--- config.mk ---
export PLATFORM = sky130hd
export DESIGN_NAME = hlang_lexer
export DESIGN_NICKNAME = d
export VERILOG_FILES = /design/src/rtl/hlang_token_pkg.sv /design/src/rtl/hlang_char_class.sv /design/src/rtl/hlang_lexer.sv
export SDC_FILE = /design/constraint.sdc
export NUM_CORES = 1
export LEC_CHECK = 0
export CORE_UTILIZATION = 50
export CTS_CLUSTER_DIAMETER = 50
export CTS_CLUSTER_SIZE = 30
export DETAILED_ROUTE_END_ITERATION = 7
export PLACE_DENSITY = 0.73
export SYNTH_ARGS = -nofsm -noshare
export SYNTH_HDL_FRONTEND = slang
export SYNTH_HIERARCHICAL = 1
export SYNTH_SLANG_ARGS = --single-unit
export TNS_END_PERCENT = 30
--- constraint.sdc ---
create_clock -name CLK -period 7.03 [get_ports CLK]
set_input_delay 1.7575 -clock CLK [delete_from_list [all_inputs] [get_ports CLK]]
set_output_delay 1.7575 -clock CLK [all_outputs]
set_load 0.02 [all_outputs]
--- src/rtl/hlang_token_pkg.sv ---
// Shared token, character and lexer-state definitions for the Hlang front end.
// The parser side imports token_t from here so both ends agree on the token layout.
package hlang_token_pkg;

    localparam logic [7:0] KIND_NUM         = 8'd1;
    localparam logic [7:0] KIND_PLUS        = 8'd2;
    localparam logic [7:0] KIND_MINUS       = 8'd3;
    localparam logic [7:0] KIND_STAR        = 8'd4;
    localparam logic [7:0] KIND_SLASH       = 8'd5;
    localparam logic [7:0] KIND_LPAREN      = 8'd6;
    localparam logic [7:0] KIND_RPAREN      = 8'd7;
    localparam logic [7:0] KIND_EOF_DEFAULT = 8'h00;

    localparam logic [7:0] CH_0      = 8'h30;
    localparam logic [7:0] CH_9      = 8'h39;
    localparam logic [7:0] CH_SPACE  = 8'h20;
    localparam logic [7:0] CH_TAB    = 8'h09;
    localparam logic [7:0] CH_LF     = 8'h0A;
    localparam logic [7:0] CH_CR     = 8'h0D;
    localparam logic [7:0] CH_PLUS   = 8'h2B;
    localparam logic [7:0] CH_MINUS  = 8'h2D;
    localparam logic [7:0] CH_STAR   = 8'h2A;
    localparam logic [7:0] CH_SLASH  = 8'h2F;
    localparam logic [7:0] CH_LPAREN = 8'h28;
    localparam logic [7:0] CH_RPAREN = 8'h29;

    typedef enum logic [2:0] {
        S_SCAN,
        S_EMIT,
        S_GAP,
        S_DONE,
        S_ERROR
    } lex_state_e;

    typedef struct packed {
        logic [7:0] kind;
        logic [7:0] value;
    } token_t;

    // A queued token plus a marker so EOF is recognised independent of EOF_KIND.
    typedef struct packed {
        logic   eof;
        token_t tok;
    } lex_item_t;

    typedef struct packed {
        logic       is_digit;
        logic       is_ws;
        logic       is_op;
        logic [7:0] op_kind;
        logic [3:0] digit;
    } char_class_t;

    function automatic lex_item_t make_item(input logic eof, input logic [7:0] kind,
                                            input logic [7:0] value);
        lex_item_t item;
        item.eof       = eof;
        item.tok.kind  = kind;
        item.tok.value = value;
        return item;
    endfunction

endpackage

--- src/rtl/hlang_char_class.sv ---
// Combinational byte classifier: digit / whitespace / operator-or-paren, with the
// operator's token kind and the digit's numeric value.
module hlang_char_class
    import hlang_token_pkg::*;
(
    input  logic [7:0]  ch,
    output char_class_t cls
);

    always_comb begin
        // NOTE: every output gets a default first so no path leaves a field unassigned (no latch).
        cls          = '0;
        cls.digit    = ch[3:0];
        cls.is_digit = (ch >= CH_0) && (ch <= CH_9);
        unique case (ch)
            CH_SPACE, CH_TAB, CH_LF, CH_CR: cls.is_ws = 1'b1;
            CH_PLUS:   begin cls.is_op = 1'b1; cls.op_kind = KIND_PLUS;   end
            CH_MINUS:  begin cls.is_op = 1'b1; cls.op_kind = KIND_MINUS;  end
            CH_STAR:   begin cls.is_op = 1'b1; cls.op_kind = KIND_STAR;   end
            CH_SLASH:  begin cls.is_op = 1'b1; cls.op_kind = KIND_SLASH;  end
            CH_LPAREN: begin cls.is_op = 1'b1; cls.op_kind = KIND_LPAREN; end
            CH_RPAREN: begin cls.is_op = 1'b1; cls.op_kind = KIND_RPAREN; end
            default: ;
        endcase
    end

endmodule

--- src/rtl/hlang_lexer.sv ---
// Hlang byte-stream lexer feeding the LR parser's token port with a valid/RECEIVE handshake.
// Build option: define HLANG_LEXER_OVERFLOW_ERR_EN to flag number literals above 255 as errors.
module hlang_lexer
    import hlang_token_pkg::*;
#(
    parameter int         MAX_DIGITS = 3,
    parameter logic [7:0] EOF_KIND   = KIND_EOF_DEFAULT
) (
    input  logic        CLK,
    input  logic        RST,
    input  logic        I_VALID,
    input  logic [7:0]  I_DATA,
    input  logic        I_LAST,
    output logic        I_READY,
    output logic        O_VALID,
    output logic [15:0] O_TOKEN,
    input  logic        RECEIVE,
    output logic [2:0]  STAT
);

    localparam int                  DCNT_W   = $clog2(MAX_DIGITS + 1);
    localparam logic [DCNT_W-1:0]   MAX_DCNT = DCNT_W'(MAX_DIGITS);

    lex_state_e        state, state_n;
    logic [7:0]        acc, acc_n;
    logic [DCNT_W-1:0] dcnt, dcnt_n;
    logic              in_num, in_num_n;
    lex_item_t         cur, cur_n;
    lex_item_t         pend0, pend0_n;
    lex_item_t         pend1, pend1_n;
    logic [1:0]        pend_cnt, pend_cnt_n;

    char_class_t       cls;
    logic [11:0]       acc_wide;
    logic              digit_err;
    logic              accept;
    lex_item_t         num_item, op_item, eof_item;

    hlang_char_class u_char_class (
        .ch  (I_DATA),
        .cls (cls)
    );

    assign acc_wide = 12'(acc) * 12'd10 + 12'(cls.digit);

`ifdef HLANG_LEXER_OVERFLOW_ERR_EN
    assign digit_err = (dcnt == MAX_DCNT) || (acc_wide > 12'd255);
`else
    assign digit_err = (dcnt == MAX_DCNT);
`endif

    assign accept   = I_VALID && I_READY;
    assign num_item = make_item(1'b0, KIND_NUM, acc);
    assign op_item  = make_item(1'b0, cls.op_kind, 8'h00);
    assign eof_item = make_item(1'b1, EOF_KIND, 8'h00);

    // NOTE: synchronous reset clears every register, including the pending slots, so nothing
    // half-built survives RST.
    always_ff @(posedge CLK) begin
        if (RST) begin
            state    <= S_SCAN;
            acc      <= '0;
            dcnt     <= '0;
            in_num   <= 1'b0;
            cur      <= '0;
            pend0    <= '0;
            pend1    <= '0;
            pend_cnt <= '0;
        end else begin
            // NOTE: non-blocking assignments so every register updates from pre-edge values.
            state    <= state_n;
            acc      <= acc_n;
            dcnt     <= dcnt_n;
            in_num   <= in_num_n;
            cur      <= cur_n;
            pend0    <= pend0_n;
            pend1    <= pend1_n;
            pend_cnt <= pend_cnt_n;
        end
    end

    always_comb begin
        state_n    = state;
        acc_n      = acc;
        dcnt_n     = dcnt;
        in_num_n   = in_num;
        cur_n      = cur;
        pend0_n    = pend0;
        pend1_n    = pend1;
        pend_cnt_n = pend_cnt;

        unique case (state)
            S_SCAN: begin
                if (accept) begin
                    if (cls.is_digit) begin
                        if (digit_err) begin
                            state_n = S_ERROR;
                        end else if (I_LAST) begin
                            cur_n      = make_item(1'b0, KIND_NUM, acc_wide[7:0]);
                            pend0_n    = eof_item;
                            pend_cnt_n = 2'd1;
                            acc_n      = '0;
                            dcnt_n     = '0;
                            in_num_n   = 1'b0;
                            state_n    = S_EMIT;
                        end else begin
                            acc_n    = acc_wide[7:0];
                            dcnt_n   = dcnt + DCNT_W'(1);
                            in_num_n = 1'b1;
                        end
                    end else if (cls.is_ws) begin
                        if (in_num) begin
                            cur_n      = num_item;
                            pend0_n    = eof_item;
                            pend_cnt_n = I_LAST ? 2'd1 : 2'd0;
                            acc_n      = '0;
                            dcnt_n     = '0;
                            in_num_n   = 1'b0;
                            state_n    = S_EMIT;
                        end else if (I_LAST) begin
                            cur_n   = eof_item;
                            state_n = S_EMIT;
                        end
                    end else if (cls.is_op) begin
                        if (in_num) begin
                            // The number ends here; the operator waits its turn behind it.
                            cur_n      = num_item;
                            pend0_n    = op_item;
                            pend1_n    = eof_item;
                            pend_cnt_n = I_LAST ? 2'd2 : 2'd1;
                            acc_n      = '0;
                            dcnt_n     = '0;
                            in_num_n   = 1'b0;
                        end else begin
                            cur_n      = op_item;
                            pend0_n    = eof_item;
                            pend_cnt_n = I_LAST ? 2'd1 : 2'd0;
                        end
                        state_n = S_EMIT;
                    end else begin
                        state_n = S_ERROR;
                    end

                    if (state_n == S_ERROR) begin
                        cur_n      = '0;
                        pend0_n    = '0;
                        pend1_n    = '0;
                        pend_cnt_n = '0;
                        acc_n      = '0;
                        dcnt_n     = '0;
                        in_num_n   = 1'b0;
                    end
                end
            end

            S_EMIT: begin
                if (RECEIVE) begin
                    if (cur.eof)             state_n = S_DONE;
                    else if (pend_cnt != '0) state_n = S_GAP;
                    else                     state_n = S_SCAN;
                end
            end

            S_GAP: begin
                cur_n      = pend0;
                pend0_n    = pend1;
                pend1_n    = '0;
                pend_cnt_n = pend_cnt - 2'd1;
                state_n    = S_EMIT;
            end

            S_DONE:  ;
            S_ERROR: ;
            default: state_n = S_ERROR;
        endcase
    end

    // NOTE: outputs are forced to reset values while RST is high, since the state register
    // alone would already show S_SCAN (ready) during a held reset.
    always_comb begin
        I_READY = 1'b0;
        O_VALID = 1'b0;
        O_TOKEN = '0;
        STAT    = 3'b100;
        if (!RST) begin
            unique case (state)
                S_SCAN:  I_READY = 1'b1;
                S_EMIT:  begin O_VALID = 1'b1; O_TOKEN = cur.tok; end
                S_DONE:  STAT = 3'b010;
                S_ERROR: STAT = 3'b001;
                default: ;
            endcase
        end
    end

endmodule

-- Word-level counts from Yosys, hierarchy flattened
Cells that the tools add are included.
- register bits: 67
- bits of input ports: 13
- logic and storage cells: 143
- equal/unequal tests: 28
- $mul: 1
- add/subtract/negate cells: 3
- bitwise operators: 1
- mux-type cells: 81
- reductions and logical operators: 13
- magnitude comparators: 2
- operators by type and width (kind ; number):
    $mux 17 ; 22
    $pmux 17 s2 ; 3
    $eq 8x6->1 const B ; 7
    $mux 8 ; 7
    $pmux 9 s6 ; 1
    $mux 16 ; 3
    $mux 2 ; 19
    $mux 3 ; 11
    $eq 8x4->1 const B ; 3
    $reduce_and 6->1 ; 3
    $ne 5x5->1 const B ; 3
    $mux 1 ; 12
    $ne 3x3->1 const B ; 4
    $pmux 3 s4 ; 1
    $add 8x4->8 ; 1
    $ge 8x6->1 const B ; 1
    $le 8x6->1 const B ; 1
    $mul 8x3->7 const B ; 1
    $ne 4x4->1 const B ; 2
    $eq 3x2->1 const B ; 2
    $eq 3x3->1 const B ; 2
    $pmux 3 s2 ; 1
    $ne 2x2->1 const B ; 2
    $pmux 2 s2 ; 1
    other kinds (14) ; 16

-- Longest topological paths before layout
- word-level depth: 11
- depth in mapped cells: 11
- gate-level depth less buffers: 10

-- Modules after synthesis
Netlist, hierarchy kept.
- by module, submodules not included (module ; area an instance (um2) ; times used ; cells an instance):
    hlang_lexer ; 2603.7 ; 1 ; 297
    hlang_char_class ; 203.9 ; 1 ; 31

-- Worst setup path before layout
No wires, ideal clock.
- path type: input-to-output
- start point: input RST
- end point: output O_TOKEN[10]
- stages on the path: 5
- buffers on the path: 1
- setup slack: 2.436 ns
- arrival time: 2.837 ns
- data required time: 5.273 ns
- cell sequence: nor2_1 nand2_1 nor2_1 clkbuf_1 and2_1
- cells in the longest elaborated chain, start to end: 1
- ends and longest elaborated chain (item ; line ; RTL):
    start: declaration ; hlang_lexer.sv:10 ; input logic RST,
    $mux 16 ; hlang_lexer.sv:185 ; if (!RST) begin
    end: declaration ; hlang_lexer.sv:16 ; output logic [15:0] O_TOKEN,
Every way passes these cells.

-- Final worst setup path
- start point: input RST
- end point: output O_TOKEN[6]
The elaborated chain is that of the path after synthesis.

==> reports/results.ini <==
[power_and_ir_drop]
power_frac_comb_pct = 12.9
seqPwrFrac_pct = 53.6
p_leak_nw = 1.23
peakVddDrop_mv = 0.0929
power_density_nw_per_um2 = 147
p_total_w = 0.000469
p_switching_w = 0.000127
p_int_w = 0.000342
swShare_pct = 27.1
p_clk_share_pct = 33.5

[global_route]
gr-total-overflow = 0
grt_max_degree = 26
grt_antenna_before_repair = 0
grt_pass1_wl_um = 10600
grt_pass1_vias = 2305
track_usage_pct = 22.0

[critical_path]
cp_slowest_cell = nor2_1
cpLargestDelayFamily = simple AND/OR/NAND/NOR gates
critical_path.max_fanout = 17
crit_buf_inv = 2
r2r_cells = 10
worstPathCellList = clkdlybuf4s50_1 > nor2_1 > nand2_1 > nor2_1 > and2_1 > clkdlybuf4s50_1
critical_path_class = in2out
cp-start-kind = input port
r2r-end = cur[7]
r2r_setup_slack_ns = 4.29
slowest_delay_ns = 0.65
reg2reg_from = acc[1]
crit_cells = 6
cp_data_arrival_time_ns = 3.94
crit_required_ns = 5.27
cp-end-kind = output port

[finish]
layout_common_cells = dfxtp_1 (43), nor2_1 (39), clkdlybuf4s50_1 (33), nand2_1 (31)
layout.nets = 379
n_antenna_cell = 0
area_growth_pct = 13.8
drive_gt1_share_pct = 9.40
post-route-util_pct = 60.6
final_common_cell = dfxtp_1

[logic_synthesis]
ys_ff_latch = 43
yosys-top-cells-area = dfxtp_1 (31%), ha_1 (6.2%), nor2_1 (5.2%)
synth_ff_type = dfxtp_1
synth_area_leader_cell = dfxtp_1
synth_edf_count = 0
yosys_warnings = 6
ys_seq_area_share_pct = 30.7
netlist-cell-type-count = 63
synthCells = 328
async_flop_share_pct = 0
avgSynthCellArea_sq_um = 8.56
netlist_area_sq_um = 2810
synth_top_area_share_pct = 30.7

[worst_hold_path]
hold_start = cur[5]
whs_endpoint = cur[5]
hold_path.class = reg2reg
hold-path-cell-count = 2

[routing]
wl_per_cell_um = 14.1
drtAntennaViolNets = 0
drt_iter0_drc = 119
firstDrtPassIters = 4
num_vias = 2389
drc_errors = 0
vias_per_cell = 5.67
drt_wl_total_um = 5950

[cts]
clk_pin_slew_ns = 0.08
cts_tree = done
cts_setup_buffers = 0
h-tree-depth = 2
cts-root-buf = clkbuf_8
cts_buffers = 5
cts_hold_buffers = 0
insertion_delay_ns = 0.30
clk_path_buf_depth = 2
clkSinkCount = 43
cts_resized = 0

[timing]
rsz0062_at_grt = false
finalCritPeriodShare_pct = 81.1
fmax_ghz = 0.175
fin_setup_tns_ns = 0
maxSlewHeadroom_pct = 38.3
skew_ns = 0.00707
hold_viol_final = 0
period_needed_ns = 5.70
setup_ws_ns = 1.33
slew_violations = 0
worst_slew_pin_slew_ns = 0.923
setup_viol = 0

[placed_design]
io_buffers = 33
gp_congestion = 0.802
dp_hpwl_um = 4390
dp_slack_ns = 1.32

[floorplan]
io_pins = 34
chipHeight_um = 76.9
placement_rows = 26
die_w_um = 76.9
coreArea_sq_um = 5270
die-area_sq_um = 5920
start_util_pct = 53.3

[job]
maxCapViolations = 0

[outcome]
status = completed

## power by group through the flow
stage,logic [W],registers [W],clock network [W]
finish,0.0000605,0.000251,0.000157
global route,0.0000668,0.000252,0.000168
CTS,0.0000606,0.000251,0.000160
detailed placement,0.0000605,0.000257,0
global placement,0.0000598,0.000257,0
floorplan,0.0000455,0.000255,0
## per-stage QoR
stage	instances	hold WS, ns	cell area [sq um]
2_1_floorplan	332	0.432	2820
3_3_place_gp	413	0.437	3110
3_5_place_dp	413	0.448	3110
4_1_cts	421	0.459	3190
5_1_grt	421	0.484	3190
6_report	421	0.457	3190
## how the worst max path moves through the flow
stage                     start  slack (ns)          end
after CTS                   RST        1.31   O_TOKEN[6]
after global placement      RST        1.39   O_TOKEN[6]
after global routing        RST        1.04   O_TOKEN[6]
final                       RST        1.33   O_TOKEN[6]
after floorplan             RST        2.44  O_TOKEN[10]
after detailed placement    RST        1.32   O_TOKEN[6]
## sequential cells by signal (all words and copies together), names as in the netlist
register / cells
cur: 17
pend0: 9
acc: 8
state: 3
dcnt: 2
pend_cnt: 2
in_num: 1
pend1: 1
## layer usage
layer / wire (um) / share of wire, % / vias up / global-route usage (%)
met5: 0 / 0 / - / 0
met4: 123 / 2.1 / 0 / 8.65
met3: 265 / 4.5 / 11 / 3.21
met2: 2600 / 44 / 66 / 35.0
met1: 2960 / 50 / 1108 / 29.8
li1: - / - / 1204 / -
## cell type report
| class | instances | area (sq um) |
|---|---|---|
| well taps | 70 | 87.6 |
| flip-flops and latches | 43 | 861 |
| clock inverters | 2 | 12.5 |
| inverters | 12 | 45.0 |
| multi-input cells | 251 | 1760 |
| fillers | 506 | 2080 |
| clock buffers | 6 | 72.6 |
| repair buffers | 37 | 360 |
## worst min-delay path: cells and delay by family (launching register included)
kind | cells | cell delay [ns]
simple gates | 1 | 0.05
flops | 1 | 0.31
compound gates | 1 | 0.05
## kinds of logic after synthesis
kind of cell / count (synthesis) / share of synthesized area (%)
xor+xnor: 9 / 3.30
buf+inv: 38 / 7.35
fa+ha+maj: 17 / 8.07
compound gates: 89 / 24.2
flops: 43 / 30.7
mux: 2 / 0.713
simple gates: 129 / 25.5
other cells: 1 / 0.134
## synth_stat cells (3+ instances only)
cell / n
a22oi_1: 5
a22o_1: 11
nor3_1: 5
a21o_1: 4
nor2_1: 39
nor2b_1: 3
a21oi_1: 18
buf_4: 12
nand3_1: 7
o21ai_0: 13
xor2_1: 4
nand2b_1: 6
nand2_1: 31
xnor2_1: 4
clkbuf_1: 9
buf_2: 3
dfxtp_1: 43
o31ai_1: 4
a31oi_1: 4
inv_1: 11
ha_1: 14
and2_1: 18
o21ai_1: 4
a221oi_1: 8
Power figures use the tool's default switching activity.
